`config.mk`:
```
export PLATFORM = sky130hd
export DESIGN_NAME = ethpipe_regs
export DESIGN_NICKNAME = d
export VERILOG_FILES = /design/src/rtl/ethpipe_regs.sv
export SDC_FILE = /design/constraint.sdc
export NUM_CORES = 1
export LEC_CHECK = 0
export ABC_AREA = 1
export BUFFER_PORTS_ARGS = -buffer_cell sky130_fd_sc_hd__buf_2
export CORE_MARGIN = 2
export CORE_UTILIZATION = 52
export DETAILED_ROUTE_END_ITERATION = 12
export PLACE_DENSITY = 0.84
export SYNTH_ARGS = -nofsm -noshare
export SYNTH_HDL_FRONTEND = slang
export SYNTH_SLANG_ARGS = --single-unit
```
`constraint.sdc`:
```
create_clock -name clk_125 -period 2 [get_ports clk_125]
set_input_delay 0.1 -clock clk_125 [delete_from_list [all_inputs] [get_ports clk_125]]
set_output_delay 0.1 -clock clk_125 [all_outputs]
set_load 0.005 [all_outputs]
```
`src/rtl/ethpipe_regs.sv`:
```
// ethpipe BAR0 control/status register block.
// Timestamp, DMA setup, per-channel packet counters, atomic snapshots.
module ethpipe_regs #(
    parameter int         CHANNELS = 2,
    parameter logic [7:0] ID_CODE  = 8'hE2
) (
    input  logic                    clk_125,
    input  logic                    sys_rst_n,
    input  logic                    slv_ce_i,
    input  logic                    slv_we_i,
    input  logic [11:1]             slv_adr_i,
    input  logic [15:0]             slv_dat_i,
    input  logic [1:0]              slv_sel_i,
    output logic [15:0]             slv_dat_o,
    input  logic [CHANNELS-1:0]     rx_pkt_inc,
    input  logic [30*CHANNELS-1:0]  dma_addr_cur,
    output logic [63:0]             global_counter,
    output logic [7:0]              dma_status,
    output logic [23:2]             dma_length,
    output logic [30*CHANNELS-1:0]  dma_addr_start
);

    // Bus byte lanes are swapped: dat[15:8] carries V[7:0], dat[7:0] carries V[15:8].
    function automatic logic [15:0] merge16(
        input logic [15:0] cur,
        input logic [15:0] dat,
        input logic [1:0]  sel
    );
        merge16 = {sel[0] ? dat[7:0]   : cur[15:8],
                   sel[1] ? dat[15:8]  : cur[7:0]};
    endfunction

    // Same merge for a V[15:2] field; V[1:0] is hardwired zero.
    function automatic logic [13:0] merge14(
        input logic [13:0] cur,
        input logic [15:0] dat,
        input logic [1:0]  sel
    );
        merge14 = {sel[0] ? dat[7:0]   : cur[13:6],
                   sel[1] ? dat[15:10] : cur[5:0]};
    endfunction

    logic        dec;
    logic [5:0]  w;
    logic        wr;
    logic        rd;
    logic        rd_dec;
    logic [47:0] gc_sh;
    logic [15:0] rd_val;

    logic [29:0] st_a     [CHANNELS];
    logic [13:0] cur_lo_a [CHANNELS];
    logic [15:0] cur_sh_a [CHANNELS];
    logic [15:0] cnt_lo_a [CHANNELS];
    logic [15:0] cnt_sh_a [CHANNELS];

    assign dec    = (slv_adr_i[11:7] == 5'd0);
    assign w      = slv_adr_i[6:1];
    assign wr     = slv_ce_i & slv_we_i & dec;
    assign rd     = slv_ce_i & ~slv_we_i;
    assign rd_dec = rd & dec;

    // Free-running timestamp; a write to its low word restarts it from zero.
    always_ff @(posedge clk_125 or negedge sys_rst_n) begin
        if (!sys_rst_n) begin
            global_counter <= 64'd0;
        end else if (wr && w == 6'h02) begin
            global_counter <= 64'd0;
        end else begin
            global_counter <= global_counter + 64'd1;
        end
    end

    // Upper timestamp words frozen when the low word is read.
    always_ff @(posedge clk_125 or negedge sys_rst_n) begin
        if (!sys_rst_n) begin
            gc_sh <= 48'd0;
        end else if (rd_dec && w == 6'h02) begin
            gc_sh <= global_counter[63:16];
        end
    end

    // Shared DMA status and ring length registers.
    always_ff @(posedge clk_125 or negedge sys_rst_n) begin
        if (!sys_rst_n) begin
            dma_status <= 8'h00;
            dma_length <= 22'h4000;
        end else if (wr) begin
            if (w == 6'h08 && slv_sel_i[1]) begin
                dma_status <= slv_dat_i[15:8];
            end
            if (w == 6'h0A) begin
                dma_length[15:2] <= merge14(dma_length[15:2],
                                            slv_dat_i, slv_sel_i);
            end
            if (w == 6'h0B && slv_sel_i[1]) begin
                dma_length[23:16] <= slv_dat_i[15:8];
            end
        end
    end

    for (genvar n = 0; n < CHANNELS; n++) begin : g_ch
        localparam logic [5:0]  AW   = 6'(16 + 4 * n);
        localparam logic [5:0]  PW   = 6'(48 + 2 * n);
        localparam logic [31:0] BASE = 32'h1000_0000 + 32'(n) * 32'h0010_0000;

        logic [29:0] start;
        logic [29:0] cur;
        logic [15:0] cur_sh;
        logic [31:0] cnt;
        logic [15:0] cnt_sh;

        assign cur = dma_addr_cur[30*n +: 30];

        // Ring base address, written as two halves.
        always_ff @(posedge clk_125 or negedge sys_rst_n) begin
            if (!sys_rst_n) begin
                start <= BASE[31:2];
            end else if (wr && w == AW) begin
                start[13:0] <= merge14(start[13:0], slv_dat_i, slv_sel_i);
            end else if (wr && w == AW + 6'd1) begin
                start[29:14] <= merge16(start[29:14], slv_dat_i, slv_sel_i);
            end
        end

        // Saturating frame counter; a clear coinciding with a frame yields 1.
        always_ff @(posedge clk_125 or negedge sys_rst_n) begin
            if (!sys_rst_n) begin
                cnt <= 32'd0;
            end else if (wr && (w == PW || w == PW + 6'd1)) begin
                cnt <= {31'd0, rx_pkt_inc[n]};
            end else if (rx_pkt_inc[n] && cnt != 32'hFFFF_FFFF) begin
                cnt <= cnt + 32'd1;
            end
        end

        // High-half snapshots taken on the low-word read.
        always_ff @(posedge clk_125 or negedge sys_rst_n) begin
            if (!sys_rst_n) begin
                cur_sh <= 16'd0;
                cnt_sh <= 16'd0;
            end else begin
                if (rd_dec && w == AW + 6'd2) begin
                    cur_sh <= cur[29:14];
                end
                if (rd_dec && w == PW) begin
                    cnt_sh <= cnt[31:16];
                end
            end
        end

        assign dma_addr_start[30*n +: 30] = start;
        assign st_a[n]     = start;
        assign cur_lo_a[n] = cur[13:0];
        assign cur_sh_a[n] = cur_sh;
        assign cnt_lo_a[n] = cnt[15:0];
        assign cnt_sh_a[n] = cnt_sh;
    end

    // Read mux producing the logical value V of the addressed word.
    always_comb begin
        rd_val = 16'h0000;
        case (w)
            6'h00:   rd_val = {ID_CODE, 8'(CHANNELS)};
            6'h02:   rd_val = global_counter[15:0];
            6'h03:   rd_val = gc_sh[15:0];
            6'h04:   rd_val = gc_sh[31:16];
            6'h05:   rd_val = gc_sh[47:32];
            6'h08:   rd_val = {8'h00, dma_status};
            6'h0A:   rd_val = {dma_length[15:2], 2'b00};
            6'h0B:   rd_val = {8'h00, dma_length[23:16]};
            default: rd_val = 16'h0000;
        endcase
        for (int n = 0; n < CHANNELS; n++) begin
            if (w == 6'(16 + 4 * n)) rd_val = {st_a[n][13:0], 2'b00};
            if (w == 6'(17 + 4 * n)) rd_val = st_a[n][29:14];
            if (w == 6'(18 + 4 * n)) rd_val = {cur_lo_a[n], 2'b00};
            if (w == 6'(19 + 4 * n)) rd_val = cur_sh_a[n];
            if (w == 6'(48 + 2 * n)) rd_val = cnt_lo_a[n];
            if (w == 6'(49 + 2 * n)) rd_val = cnt_sh_a[n];
        end
        if (!dec) rd_val = 16'h0000;
    end

    // Registered read data, byte-swapped to host order.
    always_ff @(posedge clk_125 or negedge sys_rst_n) begin
        if (!sys_rst_n) begin
            slv_dat_o <= 16'h0000;
        end else if (rd) begin
            slv_dat_o <= {rd_val[7:0], rd_val[15:8]};
        end
    end

endmodule

```
Word-level counts from Yosys, hierarchy flattened
Index checks and enable logic that the tools add are counted.
{"block": "word_totals", "register_bits": 346, "inputBits": 95, "out_inout_bits": 170}
{"block": "op_classes", "n_addsub": 3, "n_eq_ne": 21, "mux": 19, "n_bitwise": 7, "n_reduce_logical": 34}
{"cell": "$mux 16", "count": 13}
{"cell": "$mux 32", "count": 4}
{"cell": "$pmux 16 s8", "count": 1}
{"cell": "$add 32x1->32 const B", "count": 2}
{"cell": "$add 64x1->64 const B", "count": 1}
{"cell": "$mux 64", "count": 1}
{"cell": "$ne 32x32->1 const B", "count": 2}
{"cell": "$eq 6x5->1 const B", "count": 8}
{"cell": "$eq 6x6->1 const B", "count": 4}
{"cell": "$eq 6x4->1 const B", "count": 3}
{"cell": "$reduce_and 3->1", "count": 6}
{"cell": "$logic_and 1x1->1", "count": 16}
{"cell": "$eq 6x2->1 const B", "count": 2}
{"cell": "$eq 6x3->1 const B", "count": 2}
{"cell": "$reduce_and 2->1", "count": 6}
{"cell": "$logic_not 6->1", "count": 1}
{"cell": "$logic_not 5->1", "count": 1}
{"cell": "$and 1x1->1", "count": 4}
{"cell": "$reduce_bool 2->1", "count": 2}
{"cell": "$not 1->1", "count": 3}
{"cell": "$logic_or 1x1->1", "count": 2}

Longest topological paths before layout
{"block": "logic_depth", "word_depth": 15, "depth_mapped": 17, "mapped_depth_nobuf": 16}

Worst setup path before layout
No wires, ideal clock.
{"block": "synth_path", "path_type": "reg2reg", "start": "register global_counter[0]", "end": "register global_counter[62]", "t_arrival_ns": 1.847, "required_time_ns": 1.912, "path_slack_ns": 0.065, "stages_incl_launch_ff": 13, "n_path_buf": 0, "period_less_slack_ns": 1.935, "path_cell_list": "dfrtp_1 -> ha_1 -> nand2_1 -> nor2_2 -> nand2_1 -> nor2_2 -> inv_2 -> nor3_2 -> nand2_1 -> nor2_2 -> nand4_1 -> o21ai_1 -> nor3b_1"}
{"block": "synth_via", "elab_chain_len": 2}
{"item": "from (decl)", "line": "17", "text": "output logic [63:0] global_counter,"}
{"item": "from (signal assigned)", "line": "70", "text": "global_counter <= global_counter + 64'd1;"}
{"item": "$add 64x1->64", "line": "70"}
{"item": "$mux 64", "line": "67", "text": "end else if (wr && w == 6'h02) begin"}
No other way between the ends.
A chain may end at the register's enable or synchronous reset.

Final worst setup path
{"block": "layout_path", "start": "register global_counter[1]", "end": "register global_counter[52]"}
The elaborated chain is that of the path after synthesis.

==> flow_metrics.env <==
export IMPL_outcome="finished with violations"
export IMPL_violations="setup timing"
export IMPL_synth_nets=2469
export IMPL_track_usage=0.401
export IMPL_ys_seq_elements=346
export IMPL_clock_sinks=346
export IMPL_fmax_mhz=489
export IMPL_min_period_over_period=1.02
export IMPL_numCtsBuffers=39
export IMPL_synth_edf_count=0
export IMPL_worstMarginPinSlew_ns=0.529
export IMPL_yosysWarnings=0
export IMPL_r2r_end="global_counter[52]"
export IMPL_area_delta_synth_final_pct=36.4
export IMPL_post_drt_wl_per_cell_um=21.1
export IMPL_worstSetupEndpointType="flop"
export IMPL_synthMostInstantiatedCell="nand2_1"
export IMPL_num_io_pins=265
export IMPL_clockRootBuffer="clkbuf_16"
export IMPL_period_minus_slack_ns=2.05
export IMPL_gp_congestion=1.01
export IMPL_finalMaxSlewViolations=0
export IMPL_fin_worst_skew_ns=0.0227
export IMPL_htreeDepth=2
export IMPL_start_kind="flop"
export IMPL_hold_path_startpoint="slv_dat_i[15]"
export IMPL_hold_violations=0
export IMPL_num_vias=20000
export IMPL_detailed_place_hpwl_um=54900
export IMPL_coreArea_um2=34500
export IMPL_grt_overflow_total=0
export IMPL_drtAntennaViolNets=0
export IMPL_min_path_type="in2reg"
export IMPL_drt_iter0_markers=2354
export IMPL_clk_pin_slew_worst_paths_ns=0.06
export IMPL_setup_viol=2
export IMPL_worstReg2RegStart="global_counter[1]"
export IMPL_initial_core_util=0.527
export IMPL_antenna_found_initial=7
export IMPL_drc=0
export IMPL_synth_cell_types=45
export IMPL_rsz0062_at_grt="yes"
export IMPL_synth_top_area_frac=0.471
export IMPL_clock_path_buffers=3
export IMPL_cp_arrival_ns=2.52
export IMPL_slew_headroom=0.647
export IMPL_p_leak_nw=12.5
export IMPL_ys_top_cells_by_area="dfrtp_1 47%, nand2_1 14%, o21ai_0 6.6%"
export IMPL_ff2ff_path_depth=14
export IMPL_ys_async_sr_fraction=1.00
export IMPL_syn_avg_cell_area_um2=7.66
export IMPL_vias_per_cell=5.78
export IMPL_drv_cap=0
export IMPL_yosysTopAreaCell="dfrtp_1"
export IMPL_peakVddDrop_uv=627
export IMPL_path_max_fanout=3
export IMPL_fin_ws_ns=-0.0464
export IMPL_critPathKind="reg2reg"
export IMPL_synth_cells=2371
export IMPL_drt_pass1_iterations=6
export IMPL_chipWidth_um=191
export IMPL_finalPower_mw=17.4
export IMPL_min_to="dma_length[7]"
export IMPL_grt_max_degree=91
export IMPL_io_buffers=264
export IMPL_fp_row_count=68
export IMPL_ys_flop_type="dfrtp_1"
export IMPL_cts_tree="built"
export IMPL_synth_common_cells="682 x nand2_1, 342 x dfrtp_1, 239 x o21ai_0"
export IMPL_grt_pass1_wl_um=111000
export IMPL_power_density_nw_per_um2=701
export IMPL_nNetsFinal=3079
export IMPL_syn_cell_area_um2=18200
export IMPL_rrSetupSlack_ns=-0.05
export IMPL_worstHoldPathCells=3
export IMPL_dieHeight_um=191
export IMPL_grt_pass1_vias=19100
export IMPL_clkLatencyLatePin_ns=0.55
export IMPL_layout_drive_gt1_share=0.297
export IMPL_fin_setup_tns_ns=-0.0888
export IMPL_dieArea_um2=36400
export IMPL_routed_wl_um=73200
export IMPL_required_ns=2.48
export IMPL_yosysSeqAreaShare=0.477
## metal layers
metal / routed length, um / GRT usage / up-vias
met5: 45 / 0 / -
met4: 3380 / 0.166 / 6
met3: 8500 / 0.0876 / 213
met2: 31800 / 0.608 / 1345
met1: 29400 / 0.558 / 9470
li1: - / - / 9006
## placed cells by master, fill, tap and decap left out, drive strengths merged, types with 9 or more instances in the layout
master and count:
a21oi 123, buf 584, clkbuf 55, dfrtp 342, dlygate4sd3 55, inv 239
mux2 40, nand2 695, nand3 73, nand4 57, nor2 246, nor3 92
nor4 25, o21a 14, o21ai 242, o22ai 13, o31ai 9, or2 28
xor2 30
## worst max path at each step
| stage | startpoint | end |
|---|---|---|
| CTS | global_counter[1] | global_counter[52] |
| finish | global_counter[1] | global_counter[52] |
| global placement | slv_adr_i[5] | slv_dat_o[3] |
| floorplan | global_counter[0] | global_counter[62] |
| global route | global_counter[0] | global_counter[62] |
| detailed placement | global_counter[7] | global_counter[52] |
## final cells by class
type                            instances  area, um2
Timing Repair Buffer                  639       4470
Tap cell                              455        569
Sequential cell                       346       8680
Clock buffer                           55       1100
Fill cell                            2690       9700
Antenna cell                            4       10.0
Clock inverter                         14        161
Multi-Input combinational cell       1717       8880
Inverter                              238        901
## flip-flops by register name, summed over array words and instances, names as in the netlist
signal / cells
g_ch.cnt: 64
global_counter: 64
g_ch.start: 60
gc_sh: 48
g_ch.cnt_sh: 32
g_ch.cur_sh: 32
dma_length: 22
slv_dat_o: 16
dma_status: 8
## worst max-delay path, stage by stage, from the launching register on
cell and delay [ns]:
dfrtp_1 0.37, ha_2 0.21, nand2_2 0.08, nor2_4 0.12
nand2_2 0.08, nor2_4 0.10, inv_2 0.06, buf_4 0.13
nor3_2 0.09, nand2_1 0.11, inv_2 0.07, nand4_1 0.16
nor2_2 0.20, o21ai_1 0.09, a21oi_1 0.12
## kinds of logic after synthesis
| family | synth area share |
|---|---|
| XOR/XNOR | 0.0150 |
| AND/OR/NAND/NOR | 0.294 |
| AO/OA/AOI/OAI | 0.121 |
| adder cells (fa/ha/maj) | 0.00207 |
| flip-flops | 0.477 |
| buffers and inverters | 0.0658 |
| multiplexers | 0.0248 |
## timing repair
| action | CTS | global route |
|---|---|---|
| hold buffers | 55 | 0 |
| buffers inserted | 5 | 23 |
| setup endpoints to repair | 25 | 95 |
| gates cloned | 0 | 0 |
| hold endpoints to repair | 388 | 0 |
| gates resized for setup | 19 | 162 |
| pin swaps | 11 | 42 |
## power breakdown
| part | internal, mW | switching (mW) |
|---|---|---|
| Combinational | 1.04 | 1.52 |
| Sequential | 7.28 | 0.281 |
| Clock | 4.22 | 3.02 |
| Total | 12.5 | 4.83 |
## metrics by stage
| step | area [um2] | utilization | setup WS, ns | std cells | hold slack [ns] |
|---|---|---|---|---|---|
| final | 24800 | 0.719 | -0.0464 | 3468 | 0.0121 |
| after global routing | 24800 | 0.718 | -0.213 | 3466 | 0.0114 |
| after CTS | 24000 | 0.697 | -0.0963 | 3441 | 0.00506 |
| after detailed placement | 22100 | 0.642 | -0.189 | 3312 | 0.0757 |
| after global placement | 22100 | 0.642 | -0.139 | 3312 | 0.0788 |
| after floorplan | 18200 | - | 0.0649 | 2371 | -0.196 |
(Power assumes the default switching activity.)
